<file path="src/rtl/ethernet_pkg.sv">
// rtl/ethernet_pkg.sv - shared states, wire constants and CRC helpers for the ethernet receive front end
package ethernet_pkg;

    typedef enum logic [2:0] {
        S_IDLE,
        S_PREAMBLE,
        S_START_OF_FRAME,
        S_MAC_DESTINATION,
        S_PAYLOAD,
        S_DROP_PACKET,
        S_FINISH
    } state_type;

    localparam logic [7:0]  PREAMBLE_BYTE = 8'h55;
    localparam logic [7:0]  SFD_BYTE      = 8'hD5;
    localparam logic [47:0] BROADCAST_MAC = 48'hFFFF_FFFF_FFFF;
    localparam logic [31:0] CRC32_POLY    = 32'h04C1_1DB7;
    localparam logic [31:0] CRC32_RESIDUE = 32'hC704_DD7B;
    localparam int          MAC_BYTES     = 6;
    localparam int          FCS_BYTES     = 4;

    // The wire is LSB-first, so the CRC register runs bit-reversed relative to the polynomial.
    function automatic logic [31:0] reflect32(input logic [31:0] value);
        logic [31:0] result;
        for (int i = 0; i < 32; i++) result[i] = value[31 - i];
        return result;
    endfunction

endpackage

</file>
<file path="src/rtl/ethernet_crc32.sv">
// rtl/ethernet_crc32.sv - byte-wide reflected CRC-32 with registered state and combinational next value
module ethernet_crc32
    import ethernet_pkg::*;
(
    input  logic        clock,
    input  logic        reset,
    input  logic        clear,
    input  logic        enable,
    input  logic [7:0]  data,
    output logic [31:0] crc_next
);

    localparam logic [31:0] POLY_REFLECTED = reflect32(CRC32_POLY);

    logic [31:0] crc;

    always_comb begin
        crc_next = crc;
        for (int i = 0; i < 8; i++)
            crc_next = (crc_next[0] ^ data[i]) ? ((crc_next >> 1) ^ POLY_REFLECTED) : (crc_next >> 1);
    end

    always_ff @(posedge clock) begin
        if (reset || clear) crc <= '1;
        else if (enable)    crc <= crc_next;
    end

endmodule

</file>
<file path="src/rtl/ethernet_frame_receiver.sv">
// rtl/ethernet_frame_receiver.sv - preamble/SFD detect, per-slot MAC match, FCS-stripping forwarder
// Define ETHERNET_FCS_CHECK_EN to make packet_good also require a correct CRC-32.
module ethernet_frame_receiver
    import ethernet_pkg::*;
#(
    parameter int RECEIVE_QUE_SLOTS  = 1,
    parameter int PREAMBLE_BYTES     = 7,
    parameter int MIN_FRAME_BYTES    = 64,
    parameter int MAX_FRAME_BYTES    = 1518,
    parameter int DROP_COUNTER_WIDTH = 16
) (
    input  logic                            clock,
    input  logic                            reset,
    input  logic [7:0]                      data,
    input  logic                            data_enable,
    input  logic                            data_last,
    input  logic [RECEIVE_QUE_SLOTS-1:0]    recieve_slot_enable,
    input  logic [48*RECEIVE_QUE_SLOTS-1:0] slot_mac_address,
    output logic [7:0]                      packet_data,
    output logic [RECEIVE_QUE_SLOTS-1:0]    packet_data_valid,
    output logic                            packet_start,
    output logic                            packet_end,
    output logic                            packet_good,
    output logic [DROP_COUNTER_WIDTH-1:0]   dropped_frame_count
);

    localparam int          PRE_W      = (PREAMBLE_BYTES > 1) ? $clog2(PREAMBLE_BYTES) : 1;
    localparam logic [10:0] MIN_LEN    = 11'(MIN_FRAME_BYTES);
    localparam logic [10:0] MAX_PLUS   = 11'(MAX_FRAME_BYTES + 1);
    localparam logic [10:0] MAC_LEN    = 11'(MAC_BYTES);
    localparam logic [2:0]  FLUSH_LAST = 3'(MAC_BYTES - FCS_BYTES);

    state_type                    state;
    logic [PRE_W-1:0]             preamble_count;
    logic [10:0]                  frame_count;
    logic [10:0]                  frame_next;
    logic [39:0]                  dest_shift;
    logic [47:0]                  dest_address;
    logic [7:0]                   delay_line [MAC_BYTES];
    logic [RECEIVE_QUE_SLOTS-1:0] slot_mask;
    logic [RECEIVE_QUE_SLOTS-1:0] match_mask;
    logic                         forwarding;
    logic                         frame_good;
    logic [2:0]                   flush_count;
    logic                         accept;
    logic                         fcs_ok;
    logic                         end_good;

    assign accept       = data_enable && (state == S_MAC_DESTINATION || state == S_PAYLOAD);
    assign frame_next   = frame_count + 11'd1;
    assign dest_address = {dest_shift, data};
    assign end_good     = (frame_next >= MIN_LEN) && fcs_ok;

    always_comb begin
        match_mask = '0;
        for (int i = 0; i < RECEIVE_QUE_SLOTS; i++)
            match_mask[i] = recieve_slot_enable[i] &&
                            (dest_address == slot_mac_address[48*i +: 48] || dest_address == BROADCAST_MAC);
    end

`ifdef ETHERNET_FCS_CHECK_EN
    logic [31:0] crc_next;

    ethernet_crc32 fcs_crc (
        .clock    (clock),
        .reset    (reset),
        .clear    (state == S_START_OF_FRAME),
        .enable   (accept),
        .data     (data),
        .crc_next (crc_next)
    );

    assign fcs_ok = (reflect32(crc_next) == CRC32_RESIDUE);
`else
    assign fcs_ok = 1'b1;
`endif

    function automatic logic [DROP_COUNTER_WIDTH-1:0] saturate_increment(input logic [DROP_COUNTER_WIDTH-1:0] value);
        return (value == '1) ? value : value + 1'b1;
    endfunction

    // Delay line keeps the newest MAC_BYTES frame bytes; index 0 is the oldest.
    always_ff @(posedge clock) begin
        if (reset) begin
            frame_count <= '0;
            dest_shift  <= '0;
            for (int i = 0; i < MAC_BYTES; i++) delay_line[i] <= '0;
        end else begin
            if (state == S_START_OF_FRAME) frame_count <= '0;
            else if (accept)               frame_count <= frame_next;
            if (accept) begin
                for (int i = 0; i < MAC_BYTES - 1; i++) delay_line[i] <= delay_line[i+1];
                delay_line[MAC_BYTES-1] <= data;
            end
            if (accept && state == S_MAC_DESTINATION) dest_shift <= {dest_shift[31:0], data};
        end
    end

    always_ff @(posedge clock) begin
        if (reset) begin
            state               <= S_IDLE;
            preamble_count      <= '0;
            slot_mask           <= '0;
            forwarding          <= 1'b0;
            frame_good          <= 1'b0;
            flush_count         <= '0;
            packet_data         <= '0;
            packet_data_valid   <= '0;
            packet_start        <= 1'b0;
            packet_end          <= 1'b0;
            packet_good         <= 1'b0;
            dropped_frame_count <= '0;
        end else begin
            packet_data       <= '0;
            packet_data_valid <= '0;
            packet_start      <= 1'b0;
            packet_end        <= 1'b0;
            packet_good       <= 1'b0;
            case (state)
                S_IDLE: if (data_enable && data == PREAMBLE_BYTE) begin
                    if (data_last || recieve_slot_enable == '0) begin
                        dropped_frame_count <= saturate_increment(dropped_frame_count);
                        state <= data_last ? S_IDLE : S_DROP_PACKET;
                    end else begin
                        preamble_count <= PRE_W'(PREAMBLE_BYTES - 1);
                        state <= (PREAMBLE_BYTES == 1) ? S_START_OF_FRAME : S_PREAMBLE;
                    end
                end
                S_PREAMBLE: if (data_enable) begin
                    if (data_last || data != PREAMBLE_BYTE) begin
                        dropped_frame_count <= saturate_increment(dropped_frame_count);
                        state <= data_last ? S_IDLE : S_DROP_PACKET;
                    end else begin
                        preamble_count <= preamble_count - 1'b1;
                        if (preamble_count == PRE_W'(1)) state <= S_START_OF_FRAME;
                    end
                end
                S_START_OF_FRAME: if (data_enable) begin
                    if (data_last || data != SFD_BYTE) begin
                        dropped_frame_count <= saturate_increment(dropped_frame_count);
                        state <= data_last ? S_IDLE : S_DROP_PACKET;
                    end else begin
                        forwarding <= 1'b0;
                        state      <= S_MAC_DESTINATION;
                    end
                end
                S_MAC_DESTINATION: if (data_enable && (data_last || frame_next == MAC_LEN)) begin
                    if (frame_next == MAC_LEN && match_mask != '0) begin
                        slot_mask <= match_mask;
                        if (data_last) begin
                            frame_good  <= end_good;
                            flush_count <= '0;
                            state       <= S_FINISH;
                        end else begin
                            state <= S_PAYLOAD;
                        end
                    end else begin
                        dropped_frame_count <= saturate_increment(dropped_frame_count);
                        state <= data_last ? S_IDLE : S_DROP_PACKET;
                    end
                end
                S_PAYLOAD: if (data_enable) begin
                    if (frame_next == MAX_PLUS) begin
                        // Oversize: abort immediately, close any started packet as bad.
                        dropped_frame_count <= saturate_increment(dropped_frame_count);
                        packet_end <= forwarding;
                        state <= data_last ? S_IDLE : S_DROP_PACKET;
                    end else begin
                        packet_data       <= delay_line[0];
                        packet_data_valid <= slot_mask;
                        packet_start      <= !forwarding;
                        forwarding        <= 1'b1;
                        if (data_last) begin
                            frame_good  <= end_good;
                            flush_count <= '0;
                            state       <= S_FINISH;
                        end
                    end
                end
                S_DROP_PACKET: if (data_enable && data_last) state <= S_IDLE;
                S_FINISH: begin
                    if (flush_count == FLUSH_LAST) begin
                        packet_end  <= 1'b1;
                        packet_good <= frame_good;
                        state       <= S_IDLE;
                    end else begin
                        packet_data       <= delay_line[flush_count];
                        packet_data_valid <= slot_mask;
                        packet_start      <= !forwarding;
                        forwarding        <= 1'b1;
                        flush_count       <= flush_count + 3'd1;
                    end
                end
                default: state <= S_IDLE;
            endcase
        end
    end

endmodule

</file>
<file path="config.mk">
export PLATFORM = sky130hd
export DESIGN_NAME = ethernet_frame_receiver
export DESIGN_NICKNAME = d
export VERILOG_FILES = /design/src/rtl/ethernet_pkg.sv /design/src/rtl/ethernet_crc32.sv /design/src/rtl/ethernet_frame_receiver.sv
export SDC_FILE = /design/constraint.sdc
export NUM_CORES = 1
export LEC_CHECK = 0
export BUFFER_PORTS_ARGS = -buffer_cell sky130_fd_sc_hd__buf_2
export CAP_MARGIN = 20
export CORE_MARGIN = 2
export CORE_UTILIZATION = 32
export DETAILED_ROUTE_END_ITERATION = 8
export GPL_TIMING_DRIVEN = 1
export SLEW_MARGIN = 20
export SYNTH_ARGS = -nofsm -noshare
export SYNTH_HDL_FRONTEND = slang
export SYNTH_HIERARCHICAL = 1
export SYNTH_SLANG_ARGS = --single-unit
</file>
<file path="constraint.sdc">
create_clock -name clock -period 5.84 [get_ports clock]
set_clock_uncertainty 0.05 [all_clocks]
set_input_delay 0.584 -clock clock [delete_from_list [all_inputs] [get_ports clock]]
set_output_delay 0.584 -clock clock [all_outputs]
set_load 0.005 [all_outputs]
</file>
==> summary by stage <==
Outcome
The run finished with clean final reports.

Clock network
The clock root buffer is sky130_fd_sc_hd__clkbuf_16. After clock tree synthesis, the clock-pin slew on the worst setup and hold paths is 0.07 ns. The CTS tree is done. The number of hold buffers added after CTS is 0. The number of gates resized after CTS is 0. The longest clock path from root to sink contains 2 buffers. Clock tree synthesis inserted a total of 17 buffers. The total number of clock tree sinks is 142. The count of buffers added by post-CTS timing repair for setup is 0. The H-tree level count is 4.

The clock latency of the later-clocked register in the worst-skew pair is 0.43 ns.

Synthesis
Ranked by total cell area, the synthesized netlist is headed by sky130_fd_sc_hd__dfxtp_1 (27%), sky130_fd_sc_hd__edfxtp_1 (20%), sky130_fd_sc_hd__xor2_1 (6.8%). Synthesis inferred 142 register bits. The mean area per synthesized cell is 9.25 sq um. The number of different library cells used by synthesis comes to 56. The share of synthesized area in the top cell type comes to 0.266. Counting every instance in the synthesized netlist gives 765. Yosys mapped a number of flops with a built-in enable equal to 48.

The commonest cells after synthesis are sky130_fd_sc_hd__nand2_1 (105), sky130_fd_sc_hd__dfxtp_1 (94), sky130_fd_sc_hd__a21oi_1 (68), sky130_fd_sc_hd__nor2_1 (59), sky130_fd_sc_hd__xor2_1 (55). For this run, the register share of the synthesized area comes to 0.470. Counting every net in the synthesized netlist gives 834. The cell type contributing the most total cell area after synthesis is sky130_fd_sc_hd__dfxtp_1.

The most frequent cell after synthesis is sky130_fd_sc_hd__nand2_1. The most used flip-flop cell after synthesis is sky130_fd_sc_hd__dfxtp_1. Counting flops with an async set or reset pin after synthesis yields a share of 0. In this run the cell area of the synthesized design comes to 0.00708 sq mm. The number of warnings issued by yosys is 6.

Route
Before antenna repair, the detailed router went through 5 iterations. The average via count per standard cell is 5.08. In the final routed layout, each cell accounts on average for 15.6 um. The number of DRC violations after detailed routing is 0. For this block, the routed nets add up to 17600 um of wire. The via total after detailed routing is 5724.

Once detail routing completed, the nets flagged for antenna violations numbered 0. The number of DRC violations after detailed-routing iteration 0 is 426.

Placement
Routability-driven placement finished with a final weighted congestion of 0.906. The sum of net half-perimeters after detailed placement is 12300 um. Port buffering added 88 buffers. Prior to clock tree synthesis, the placed netlist has a worst setup slack of 2.49 ns.

The post-detailed-placement cell area is 0.00773 sq mm.

Setup path
The endpoint of the worst register-to-register path is dropped_frame_count[9]. In this run the worst path has a maximum fanout of 29. The worst setup path is launched from a flip-flop. The register-to-register path setup slack is 2.58 ns. The cell depth of the worst flop-to-flop path is 9. The worst path required time is 6.11 ns.

The type of destination of the critical path is a flip-flop. The endpoint arrival time on the critical path is 3.53 ns. The end point of the critical path is dropped_frame_count[9].

The worst register-to-register path begins at frame_count[0]. The worst setup path is of the flip-flop to flip-flop kind. The critical path starts at frame_count[0].

Die
The initial cell density of the core is 0.325. The I/O pin count is 89. The die covers 0.0233 sq mm. The placeable core region is 0.0218 sq mm. Measured along the x axis, the die boundary spans 153 um. The placement row count is 54. The overall die height is 153 um.

GRT
The initial antenna violation count is 1. After global routing the overflow that remains totals 0. For this run, the total global-route usage over all layers was measured as 0.155. Entering global routing, the biggest net connects 49 pins. The global-route wire length before repair is 29300 um. The via count of the first global-routing pass is 5478.

STA
The setup-violating endpoint count in the final report is 0. In the final timing run, aggregate negative setup slack is 0 ns. Setup repair after global routing left no endpoint under its margin. Derived from the worst setup path, the maximum achievable clock frequency is 307 MHz. The clock period could shrink to 3.26 ns.

The count of final max-slew check failures was 0. The actual slew at the worst max-slew pin is 1.03 ns. The post-route worst setup slack is 2.58 ns. The number of hold violations in the final report is 0. The final worst-path cycle share is 0.559. In this run the tightest slew margin relative to its limit is 0.313.

Layout
The post-route cell area is 0.00831 sq mm. The area growth from synthesis to layout is 17.5%. The share of final-layout standard cells stronger than drive strength 1 is 0.169.

After the last flow step, the layout net total stands at 902. The number of fill cells is 2213.

Power and ir drop
For this design the static power due to leakage is 3.06 nW. The ratio of total power to cell area is 262 mW/mm^2. The overall power after layout is 2.18 mW. IR analysis of the VDD net gives a maximum drop of 0.000210 V.

Hold path
The classification of the worst-slack hold path is input port to flip-flop.

Job
The max-capacitance violation count is 0.
## metrics by stage
stage,util,std cells,hold WS [ns]
2_1_floorplan,-,765,0.375
3_3_place_gp,0.355,1094,0.408
3_5_place_dp,0.355,1094,0.410
4_1_cts,0.382,1126,0.385
5_1_grt,0.382,1127,0.390
6_report,0.382,1127,0.399
## how the worst min path moves through the flow
stage | slack, ns | to | cells after the start | startpoint
4_1_cts | 0.39 | dest_shift[4] | 3 | data[4]
5_1_grt | 0.39 | dest_shift[4] | 3 | data[4]
6_report | 0.40 | dest_shift[6] | 3 | data[6]
2_1_floorplan | 0.37 | packet_start | 1 | forwarding
3_3_place_gp | 0.41 | slot_mask | 2 | slot_mask
3_5_place_dp | 0.41 | slot_mask | 2 | slot_mask
## worst max-delay path: stages, from the launching register on
cell,delay [ns]
sky130_fd_sc_hd__dfxtp_1,0.45
sky130_fd_sc_hd__ha_1,0.32
sky130_fd_sc_hd__nand2_1,0.13
sky130_fd_sc_hd__or4_1,0.48
sky130_fd_sc_hd__a31oi_1,0.21
sky130_fd_sc_hd__o2111ai_2,0.23
sky130_fd_sc_hd__a21boi_2,0.20
sky130_fd_sc_hd__nand3_2,0.39
sky130_fd_sc_hd__nor3_1,0.32
sky130_fd_sc_hd__mux2_2,0.35
## per-layer routing
metal  vias up  global-route usage  wire length (um)  share of wire
met2       167               0.237              8070           0.46
met3        21              0.0347               878          0.050
met1      2685               0.212              8320           0.47
met4         0              0.0613               348          0.020
li1       2851                   -                 -              -
met5         -                   0                 0              0
## layout by cell type, fill, tap and decap left out, types with 9 or more instances in the layout
master                      netlist  routed
sky130_fd_sc_hd__a21oi_1         68      68
sky130_fd_sc_hd__a22oi_1          9       9
sky130_fd_sc_hd__and2_1          49      49
sky130_fd_sc_hd__buf_2            3      88
sky130_fd_sc_hd__clkbuf_16        0      18
sky130_fd_sc_hd__dfxtp_1         94      94
sky130_fd_sc_hd__edfxtp_1        48      48
sky130_fd_sc_hd__inv_1           15      15
sky130_fd_sc_hd__mux2i_1         13      13
sky130_fd_sc_hd__nand2_1        105     105
sky130_fd_sc_hd__nand3_1         19      19
sky130_fd_sc_hd__nand4_1         23      23
sky130_fd_sc_hd__nor2_1          59      58
sky130_fd_sc_hd__nor3_1          13      12
sky130_fd_sc_hd__nor4_1          15      15
sky130_fd_sc_hd__o21ai_0         21      21
sky130_fd_sc_hd__or3_1           14      14
sky130_fd_sc_hd__xnor2_1         10      10
sky130_fd_sc_hd__xor2_1          55      55
## area by class of cell
class | count | area [sq um] | share of cell area
Clock buffer | 21 | 472 | 0.0568
Antenna cell | 1 | 2.50 | 0.000301
Inverter | 15 | 56.3 | 0.00678
Sequential cell | 142 | 3320 | 0.400
Multi-Input combinational cell | 564 | 3520 | 0.424
Clock inverter | 11 | 106 | 0.0128
Tap cell | 280 | 350 | 0.0422
Timing Repair Buffer | 93 | 478 | 0.0575
## flip-flops by register name, indices dropped and copies added, names as in the netlist, 3 cells and up, named ones only
name	count
delay_line	48
dest_shift	40
dropped_frame_count	16
flush_count	3
frame_count	11
packet_data	8
preamble_count	3
state	3
## cells by family after synthesis
group,count (synthesis),share of synthesized area
fa+ha+maj,8,0.0141
simple gates,335,0.240
xor+xnor,65,0.0805
buf+inv,59,0.0340
mux,22,0.0454
flops,142,0.470
compound gates,134,0.117
## report_power, final
part | internal [mW] | switching (mW) | total, mW | leakage [nW]
Combinational | 0.0317 | 0.0519 | 0.0836 | 1.53
Clock | 0.625 | 0.432 | 1.06 | 0.277
Sequential | 1.03 | 0.00614 | 1.04 | 1.25
No activity file was read; power rests on OpenSTA's default activity.
